<file path="src/rtl/stopwatch_pkg.sv">
// Shared types and constants for the stopwatch run/stop/lap/clear controller.
package stopwatch_pkg;

    typedef enum logic [1:0] {
        ST_IDLE    = 2'd0,
        ST_RUNNING = 2'd1,
        ST_LAP     = 2'd2,
        ST_STOPPED = 2'd3
    } state_e;

    localparam int BCD_W = 4;

    localparam int NUM_BTNS       = 3;
    localparam int BTN_START_STOP = 0;
    localparam int BTN_LAP        = 1;
    localparam int BTN_CLEAR      = 2;

endpackage

</file>
<file path="src/rtl/stopwatch_button_conditioner.sv">
// Push-button conditioning: 2-flop synchronizer, debounce counter and
// a one-cycle pulse on each accepted rising edge.
module button_conditioner #(
    parameter int DEBOUNCE_CYCLES = 1_000_000
) (
    input  logic clk,
    input  logic rst,
    input  logic btn_i,
    output logic press_o
);

    localparam int CW = $clog2(DEBOUNCE_CYCLES + 1);
    localparam logic [CW-1:0] LAST = CW'(DEBOUNCE_CYCLES - 1);

    logic [1:0]    sync_q;
    logic [CW-1:0] cnt_q, cnt_d;
    logic          level_q, level_d;
    logic          prev_q;
    logic          press_q, press_d;

    // The count is the run length of samples that disagree with the
    // accepted level; an agreeing sample drops it back to zero.
    always_comb begin
        cnt_d   = '0;
        level_d = level_q;
        if (sync_q[1] != level_q) begin
            if (cnt_q == LAST) begin
                level_d = sync_q[1];
            end else begin
                cnt_d = cnt_q + 1'b1;
            end
        end
        press_d = level_q & ~prev_q;
    end

    always_ff @(posedge clk) begin
        if (rst) begin
            sync_q  <= '0;
            cnt_q   <= '0;
            level_q <= 1'b0;
            prev_q  <= 1'b0;
            press_q <= 1'b0;
        end else begin
            sync_q  <= {sync_q[0], btn_i};
            cnt_q   <= cnt_d;
            level_q <= level_d;
            prev_q  <= level_q;
            press_q <= press_d;
        end
    end

    assign press_o = press_q;

endmodule

</file>
<file path="src/rtl/stopwatch_control.sv">
// Stopwatch controller: conditions the buttons, gates the 1 Hz tick into
// the counter chain, issues counter clears and muxes live/lap display time.
module stopwatch_control
    import stopwatch_pkg::*;
#(
    parameter int DEBOUNCE_CYCLES = 1_000_000,
    parameter int DIGITS          = 4
) (
    input  logic                      clk,
    input  logic                      rst,
    input  logic                      tick,
    input  logic                      btn_start_stop,
    input  logic                      btn_lap,
    input  logic                      btn_clear,
    input  logic [BCD_W*DIGITS-1:0]   time_in,
    output logic                      count_enable,
    output logic                      counter_clear,
    output logic [BCD_W*DIGITS-1:0]   display_time,
    output logic                      running,
    output logic                      lap_active
);

    localparam int TW = BCD_W * DIGITS;

    logic [NUM_BTNS-1:0] btn_raw;
    logic [NUM_BTNS-1:0] press;

    assign btn_raw[BTN_START_STOP] = btn_start_stop;
    assign btn_raw[BTN_LAP]        = btn_lap;
    assign btn_raw[BTN_CLEAR]      = btn_clear;

    for (genvar i = 0; i < NUM_BTNS; i++) begin : g_btn
        button_conditioner #(
            .DEBOUNCE_CYCLES(DEBOUNCE_CYCLES)
        ) u_cond (
            .clk    (clk),
            .rst    (rst),
            .btn_i  (btn_raw[i]),
            .press_o(press[i])
        );
    end

    state_e        state_q, state_d;
    logic [TW-1:0] lap_q, lap_d;
    logic          clr_q, clr_d;

    // Within each state the checks run clear, then start_stop, then lap,
    // so only the highest-priority press that means something is taken.
    always_comb begin
        state_d = state_q;
        lap_d   = lap_q;
        clr_d   = 1'b0;
        case (state_q)
            ST_IDLE: begin
                if (press[BTN_START_STOP]) begin
                    state_d = ST_RUNNING;
                end
            end
            ST_RUNNING: begin
                if (press[BTN_START_STOP]) begin
                    state_d = ST_STOPPED;
                end else if (press[BTN_LAP]) begin
                    state_d = ST_LAP;
                    lap_d   = time_in;
                end
            end
            ST_LAP: begin
                if (press[BTN_START_STOP]) begin
                    state_d = ST_STOPPED;
                end else if (press[BTN_LAP]) begin
                    state_d = ST_RUNNING;
                end
            end
            ST_STOPPED: begin
                if (press[BTN_CLEAR]) begin
                    state_d = ST_IDLE;
                    clr_d   = 1'b1;
                end else if (press[BTN_START_STOP]) begin
                    state_d = ST_RUNNING;
                end
            end
            default: begin
                state_d = ST_IDLE;
            end
        endcase
    end

    always_ff @(posedge clk) begin
        if (rst) begin
            state_q <= ST_IDLE;
            lap_q   <= '0;
            clr_q   <= 1'b0;
        end else begin
            state_q <= state_d;
            lap_q   <= lap_d;
            clr_q   <= clr_d;
        end
    end

    assign running       = (state_q == ST_RUNNING) || (state_q == ST_LAP);
    assign lap_active    = (state_q == ST_LAP);
    assign count_enable  = tick & running;
    assign counter_clear = clr_q;
    assign display_time  = lap_active ? lap_q : time_in;

endmodule

</file>
<file path="config.mk">
export PLATFORM = sky130hd
export DESIGN_NAME = stopwatch_control
export DESIGN_NICKNAME = d
export VERILOG_FILES = /design/src/rtl/stopwatch_pkg.sv /design/src/rtl/stopwatch_button_conditioner.sv /design/src/rtl/stopwatch_control.sv
export SDC_FILE = /design/constraint.sdc
export NUM_CORES = 1
export LEC_CHECK = 0
export ABC_AREA = 1
export BUFFER_PORTS_ARGS = -buffer_cell sky130_fd_sc_hd__buf_2
export CAP_MARGIN = 20
export CELL_PAD_IN_SITES_DETAIL_PLACEMENT = 2
export CELL_PAD_IN_SITES_GLOBAL_PLACEMENT = 2
export CORE_MARGIN = 2
export CORE_UTILIZATION = 35
export CTS_BUF_LIST = sky130_fd_sc_hd__clkbuf_4 sky130_fd_sc_hd__clkbuf_8
export CTS_CLUSTER_DIAMETER = 120
export DETAILED_ROUTE_END_ITERATION = 12
export PLACE_DENSITY_LB_ADDON = 0.2
export SYNTH_ARGS = -nofsm -noshare
export SYNTH_HDL_FRONTEND = slang
export SYNTH_HIERARCHICAL = 1
export SYNTH_SLANG_ARGS = --single-unit
</file>
<file path="constraint.sdc">
create_clock -name clk -period 1.81 [get_ports clk]
set_input_delay 0.0905 -clock clk [delete_from_list [all_inputs] [get_ports clk]]
set_output_delay 0.0905 -clock clk [all_outputs]
set_load 0.02 [all_outputs]
</file>
==> results.json, run 1 <==
{
  "cts.sinks": 94,
  "ys_ff_latch": 94,
  "viasPerCell": 4.824,
  "first_iter_violations": 129,
  "numCtsBuffers": 9,
  "fin_tns_setup_ns": 0,
  "place_ws_ns": 0.2579,
  "initial_utilization_pct": 35.62,
  "clockBufferDepth": 2,
  "fin_nets": 745,
  "cap_violations": 0,
  "grt_pass1_wl_um": 23650,
  "seq_area_frac_synth_pct": 40.05,
  "synth_fp_nets": 682,
  "ctsHtreeMaxLevel": 3,
  "setup_viol": 0,
  "vias": 4327,
  "synth_ff_type": "dfxtp_1",
  "critical_path_class": "flop to primary output",
  "fillCellCount": 1577,
  "required_ns": 1.72,
  "report.final.hold_viol_count": 0,
  "antenna_cells": 0,
  "clock_latency_ns": 0.38,
  "drv_slew": 0,
  "die_h_um": 119.9,
  "power_per_cell_area_nw_per_um2": 687.7,
  "status": "finished clean",
  "die_w_um": 119.9,
  "synth_top_area_share_pct": 40.05,
  "synth_area_leader_cell": "dfxtp_1",
  "dr.pass1.iters": 4,
  "worst_slew_pin_slew_ns": 0.3230,
  "totalWireLength_um": 13620,
  "num_io_pins": 42,
  "min_period_over_period_pct": 93.22,
  "fp.coreArea_sq_um": 13190,
  "ir_drop_v": 0.0003344,
  "grt_overflow_total": 0,
  "crit_fanout": 18,
  "port_buffers": 41,
  "grt_usage_pct": 20.51,
  "antenna_found_initial": 0,
  "async_flop_share_pct": 0,
  "setup_slack_ns": 0.1228,
  "dieArea_sq_um": 14370,
  "clock-root-buffer": "clkbuf_8",
  "ant_nets": 0,
  "rsz0062_at_grt": "no",
  "grt_max_degree": 24,
  "timing.critical_path.slowest_cell_delay_ns": 0.35,
  "min_path_type": "input pin to flop",
  "tritoncts": "done",
  "wl_per_cell_um": 15.19,
  "drc": 0,
  "slowest_stage": "dfxtp_2",
  "place.gp.congestion": 0.7892,
  "avgSynthCellArea_sq_um": 7.195,
  "area_growth_syn_to_layout_pct": 15.50,
  "path_delay_family": "buffers and inverters",
  "rows": 42,
  "clk_pin_slew_ns": 0.11,
  "leakagePower_nw": 1.864,
  "cp-end-kind": "primary output",
  "synth_edf_count": 0,
  "critPathBufInv": 3,
  "path_cells": "inv_1 > ha_2 > buf_6 > nand2_1 > nand2_1 > buf_2",
  "startpoint_type": "flop",
  "dp_hpwl_um": 9678,
  "clock_skew_ns": 0.01606,
  "yosys_warnings": 6,
  "critPathMostFrequentCell": "nand2_1",
  "worst_ep_arrival_time_ns": 1.60,
  "period_needed_ns": 1.687,
  "fmax_mhz": 592.7,
  "syn_inst": 653,
  "relSlewSlack_pct": 78.39,
  "first_global_vias": 4888,
  "cts_setup_buffers": 0,
  "drive_gt1_share_pct": 20.25,
  "yosysUniqueCellTypes": 28,
  "synth_area_leaders": "dfxtp_1 (40%), nand2_1 (15%), nor2_1 (7.4%)",
  "synth_area_sq_um": 4698
}
worst register-to-register path: cells and delay by family, from the launching register on:
family | cells | cell delay [ns]
adders and majority gates | 1 | 0.23
and+or+nand+nor | 5 | 0.83
DFF | 1 | 0.39
metrics by stage:
| stage | power, mW | std cells | instance area (sq um) | utilization (%) | hold WS, ns |
|---|---|---|---|---|---|
| global route | 3.909 | 897 | 5426 | 41.14 | 0.02200 |
| detailed placement | 2.272 | 863 | 5032 | 38.15 | 0.3264 |
| floorplan | 2.211 | 653 | 4698 | - | 0.1617 |
| global placement | 2.267 | 863 | 5032 | 38.15 | 0.3058 |
| CTS | 3.791 | 897 | 5424 | 41.12 | 0.01068 |
| finish | 3.732 | 897 | 5426 | 41.14 | 0.008641 |
power breakdown:
| part | internal, mW | switching [mW] |
|---|---|---|
| Combinational | 0.0721 | 0.104 |
| Sequential | 2.07 | 0.00548 |
| Clock | 0.693 | 0.783 |
layout make-up:
| cell class | count | area (sq um) | area share, % |
|---|---|---|---|
| clock buffers | 11 | 145.1 | 2.675 |
| clock inverters | 5 | 58.81 | 1.084 |
| inverters | 63 | 241.5 | 4.450 |
| multi-input cells | 486 | 2466 | 45.45 |
| flip-flops and latches | 94 | 1883 | 34.70 |
| well taps | 176 | 220.2 | 4.058 |
| repair buffers | 62 | 411.6 | 7.586 |
placed cells by master (no fill, tap or decap), types with 2 or more instances in the layout:
| cell type | n |
|---|---|
| nand4_1 | 12 |
| xor2_1 | 15 |
| clkinvlp_4 | 2 |
| clkbuf_8 | 10 |
| a21oi_2 | 13 |
| nor2_1 | 93 |
| ha_1 | 6 |
| nand3_1 | 33 |
| or2_2 | 6 |
| inv_1 | 60 |
| xnor2_1 | 12 |
| nand2_1 | 184 |
| buf_4 | 2 |
| nand3_2 | 9 |
| dfxtp_1 | 93 |
| dlygate4sd3_1 | 18 |
| o21ai_1 | 2 |
| o21ai_0 | 3 |
| nand2_4 | 3 |
| a21oi_1 | 29 |
| buf_2 | 41 |
| nor3_1 | 6 |
| nand2_2 | 10 |
| or2_0 | 6 |
| nor2_2 | 39 |
| inv_4 | 2 |
| o21bai_1 | 3 |
registers in the layout, indices dropped and copies added, names as in the netlist:
name                  flops
state_q                   2
g_btn.u_cond/sync_q       6
g_btn.u_cond/cnt_q       60
lap_q                    16
g_btn.u_cond/press_o      3
g_btn.u_cond/level_q      3
g_btn.u_cond/prev_q       3
counter_clear             1
Yosys cell counts (3+ instances only):
| cell type | count |
|---|---|
| nor2_2 | 39 |
| xor2_1 | 15 |
| buf_2 | 3 |
| nand2_4 | 3 |
| o21bai_1 | 3 |
| a21oi_1 | 29 |
| nor2_1 | 93 |
| or2_0 | 6 |
| buf_12 | 4 |
| inv_1 | 60 |
| nor3_1 | 6 |
| o21ai_0 | 3 |
| xnor2_1 | 12 |
| a21oi_2 | 13 |
| or2_2 | 6 |
| nand2_1 | 184 |
| nand2_2 | 10 |
| nand3_2 | 9 |
| nand4_1 | 12 |
| dfxtp_1 | 94 |
| nand3_1 | 33 |
| ha_1 | 7 |
metal layers:
metal	share of wire, %	vias up	global-route usage, %
met5	0	-	0
met3	1.8	10	3.660
met4	0.95	0	5.662
met2	53	32	37.71
met1	45	2134	24.40
li1	-	2151	-
path summary, 6_finish.rpt:
check	start	to	slack [ns]	cells past startpoint
max	state_q[0]	display_time[9]	0.12	6
max reg2reg	g_btn[1].u_cond/cnt_q[0]	g_btn[1].u_cond/cnt_q[9]	0.26	6
min reg2reg	g_btn[0].u_cond/prev_q	g_btn[0].u_cond/press_o	0.40	1
min	time_in[15]	lap_q[15]	0.009	3
timing repair:
action / 4_1_cts / 5_1_grt
endpoints found under the hold margin: 18 / 0
resized for setup: 3 / 1
hold buffers: 18 / 0
endpoints found under the setup margin: 16 / 16
cell families after synthesis:
| group | count (synthesis) | share of synthesized area [%] |
|---|---|---|
| compound gates | 50 | 6.525 |
| xor+xnor | 27 | 5.033 |
| fa+ha+maj | 7 | 1.864 |
| buf+inv | 73 | 7.510 |
| flops | 94 | 40.05 |
| simple gates | 402 | 39.01 |
Note: power is estimated with default switching activity, not from simulation.
==> run 2, diff against run 1 <==
--- a/config.mk
+++ b/config.mk
@@ -15,7 +15,7 @@
 export CTS_BUF_LIST = sky130_fd_sc_hd__clkbuf_4 sky130_fd_sc_hd__clkbuf_8
 export CTS_CLUSTER_DIAMETER = 120
 export DETAILED_ROUTE_END_ITERATION = 12
-export PLACE_DENSITY_LB_ADDON = 0.2
+export PLACE_DENSITY_LB_ADDON = 0.1
 export SYNTH_ARGS = -nofsm -noshare
 export SYNTH_HDL_FRONTEND = slang
 export SYNTH_HIERARCHICAL = 1
==> results.json, run 2 (synthesized netlist as in run 1, its figures left out) <==
{
  "drc": 0,
  "rsz0062_at_grt": "no",
  "required_ns": 1.72,
  "top_register": "g_btn.u_cond/cnt_q",
  "first_iter_violations": 132,
  "dr.pass1.iters": 4,
  "period_needed_ns": 1.694,
  "area_growth_syn_to_layout_pct": 15.82,
  "min_path_type": "input pin to flop",
  "viasPerCell": 4.735,
  "num_io_pins": 42,
  "vias": 4247,
  "rows": 42,
  "dieArea_sq_um": 14370,
  "crit_fanout": 15,
  "numCtsBuffers": 9,
  "wl_per_cell_um": 14.60,
  "fin_tns_setup_ns": 0,
  "leakagePower_nw": 1.876,
  "clock_skew_ns": 0.006117,
  "critical_path_class": "flop to primary output",
  "timing.critical_path.slowest_cell_delay_ns": 0.36,
  "first_global_vias": 4772,
  "route.met3.wl_um": 175,
  "largest_reg_flops": 60,
  "ant_nets": 0,
  "dp_hpwl_um": 9543,
  "whs_ns": 0.06041,
  "ctsHtreeMaxLevel": 3,
  "fp.coreArea_sq_um": 13190,
  "relSlewSlack_pct": 79.13,
  "cap_violations": 0,
  "final_common_cell": "nand2_1",
  "fin_nets": 746,
  "die_w_um": 119.9,
  "grt_usage_pct": 19.56,
  "slowest_stage": "dfxtp_1",
  "antenna_found_initial": 0,
  "drive_gt1_share_pct": 19.97,
  "grt_max_degree": 23,
  "place_ws_ns": 0.2148,
  "startpoint_type": "flop",
  "grt_pass1_wl_um": 22760,
  "port_buffers": 41,
  "grt_overflow_total": 0,
  "clock_latency_ns": 0.36,
  "worst_ep_arrival_time_ns": 1.60,
  "min_period_over_period_pct": 93.59,
  "path_cells": "inv_1 > ha_4 > buf_6 > nand2_1 > nand2_1 > buf_2",
  "cts.sinks": 94,
  "met1_length_um": 5966,
  "layout_common_cells": "nand2_1 (184), dfxtp_1 (94), nor2_1 (93)",
  "wl_met2_um": 6804,
  "report.final.hold_viol_count": 0,
  "initial_utilization_pct": 35.62,
  "setup_viol": 0,
  "ir_drop_v": 0.0002871,
  "path_delay_family": "buffers and inverters",
  "die_h_um": 119.9,
  "worst_slew_pin_slew_ns": 0.3120,
  "setup_slack_ns": 0.1159,
  "totalWireLength_um": 13090,
  "clock-root-buffer": "clkbuf_8",
  "place.gp.congestion": 0.7610,
  "clockBufferDepth": 2,
  "top_regs": "g_btn.u_cond/cnt_q (60), lap_q (16), g_btn.u_cond/sync_q (6)",
  "status": "finished clean",
  "power_per_cell_area_nw_per_um2": 680.3,
  "critPathMostFrequentCell": "nand2_1",
  "drv_slew": 0,
  "cp-end-kind": "primary output",
  "critPathBufInv": 3,
  "clk_pin_slew_ns": 0.09,
  "fmax_mhz": 590.3,
  "cts_setup_buffers": 0,
  "tritoncts": "done",
  "antenna_cells": 0,
  "top_layer_used": "met4"
}
-- run 2: cell types whose count changed in the layout (fill, tap and decap cells not counted), sizes merged --
cell         previous run  this run
clkinv                  2         0
clkinvlp                2         0
clkbuf                 11        14
dlygate4sd3            18        19
-- run 2: worst paths after layout --
| kind | to | from | slack, ns | cells after the start |
|---|---|---|---|---|
| max | display_time[1] | state_q[0] | 0.12 | 6 |
| min | g_btn[1].u_cond/sync_q[0] | rst | 0.06 | 2 |
| max reg2reg | g_btn[1].u_cond/cnt_q[9] | g_btn[1].u_cond/cnt_q[0] | 0.23 | 6 |
| min reg2reg | g_btn[0].u_cond/press_o | g_btn[0].u_cond/prev_q | 0.40 | 1 |
-- run 2: worst register-to-register path: cells and delay by family, from the launching register on --
kind,cells,cell delay [ns]
flip-flops,1,0.41
adder cells (fa/ha/maj),1,0.24
AND/OR/NAND/NOR,5,0.82
-- run 2: cell type report --
class	instances	area, sq um
multi-input cells	486	2476
flip-flops and latches	94	1882
clock buffers	14	167.7
clock inverters	1	30.03
inverters	63	244.0
repair buffers	63	421.7
well taps	176	220.2
fillers	1573	7749
-- run 2: power by group --
part           total (mW)  internal (mW)  leakage, nW  switching [mW]
Clock                1.45          0.733        0.104           0.713
Sequential           2.08           2.07        0.758         0.00552
Combinational       0.176         0.0734         1.01           0.102
Total                3.70           2.88         1.88           0.821
-- run 2: per-layer routing --
metal  track usage (%)  vias to the layer above
met4             6.176                        0
li1                  -                     2159
met2             36.46                       28
met3             2.186                       10
met1             23.34                     2050
met5                 0                        -
-- run 2: per-stage QoR --
stage | util, % | instances | total power [mW] | instance area (sq um)
final | 41.25 | 897 | 3.702 | 5441
after global routing | 41.25 | 897 | 3.888 | 5441
after CTS | 41.13 | 897 | 3.766 | 5425
after detailed placement | 38.15 | 863 | 2.271 | 5032
after global placement | 38.15 | 863 | 2.266 | 5032
after floorplan | - | 653 | 2.211 | 4698
-- run 2: what timing repair did --
action	CTS	global route
cloned	0	0
pin swaps	0	0
endpoints found under the setup margin	16	16
gates resized for setup	2	3
endpoints found under the hold margin	19	0
hold buffers	19	0
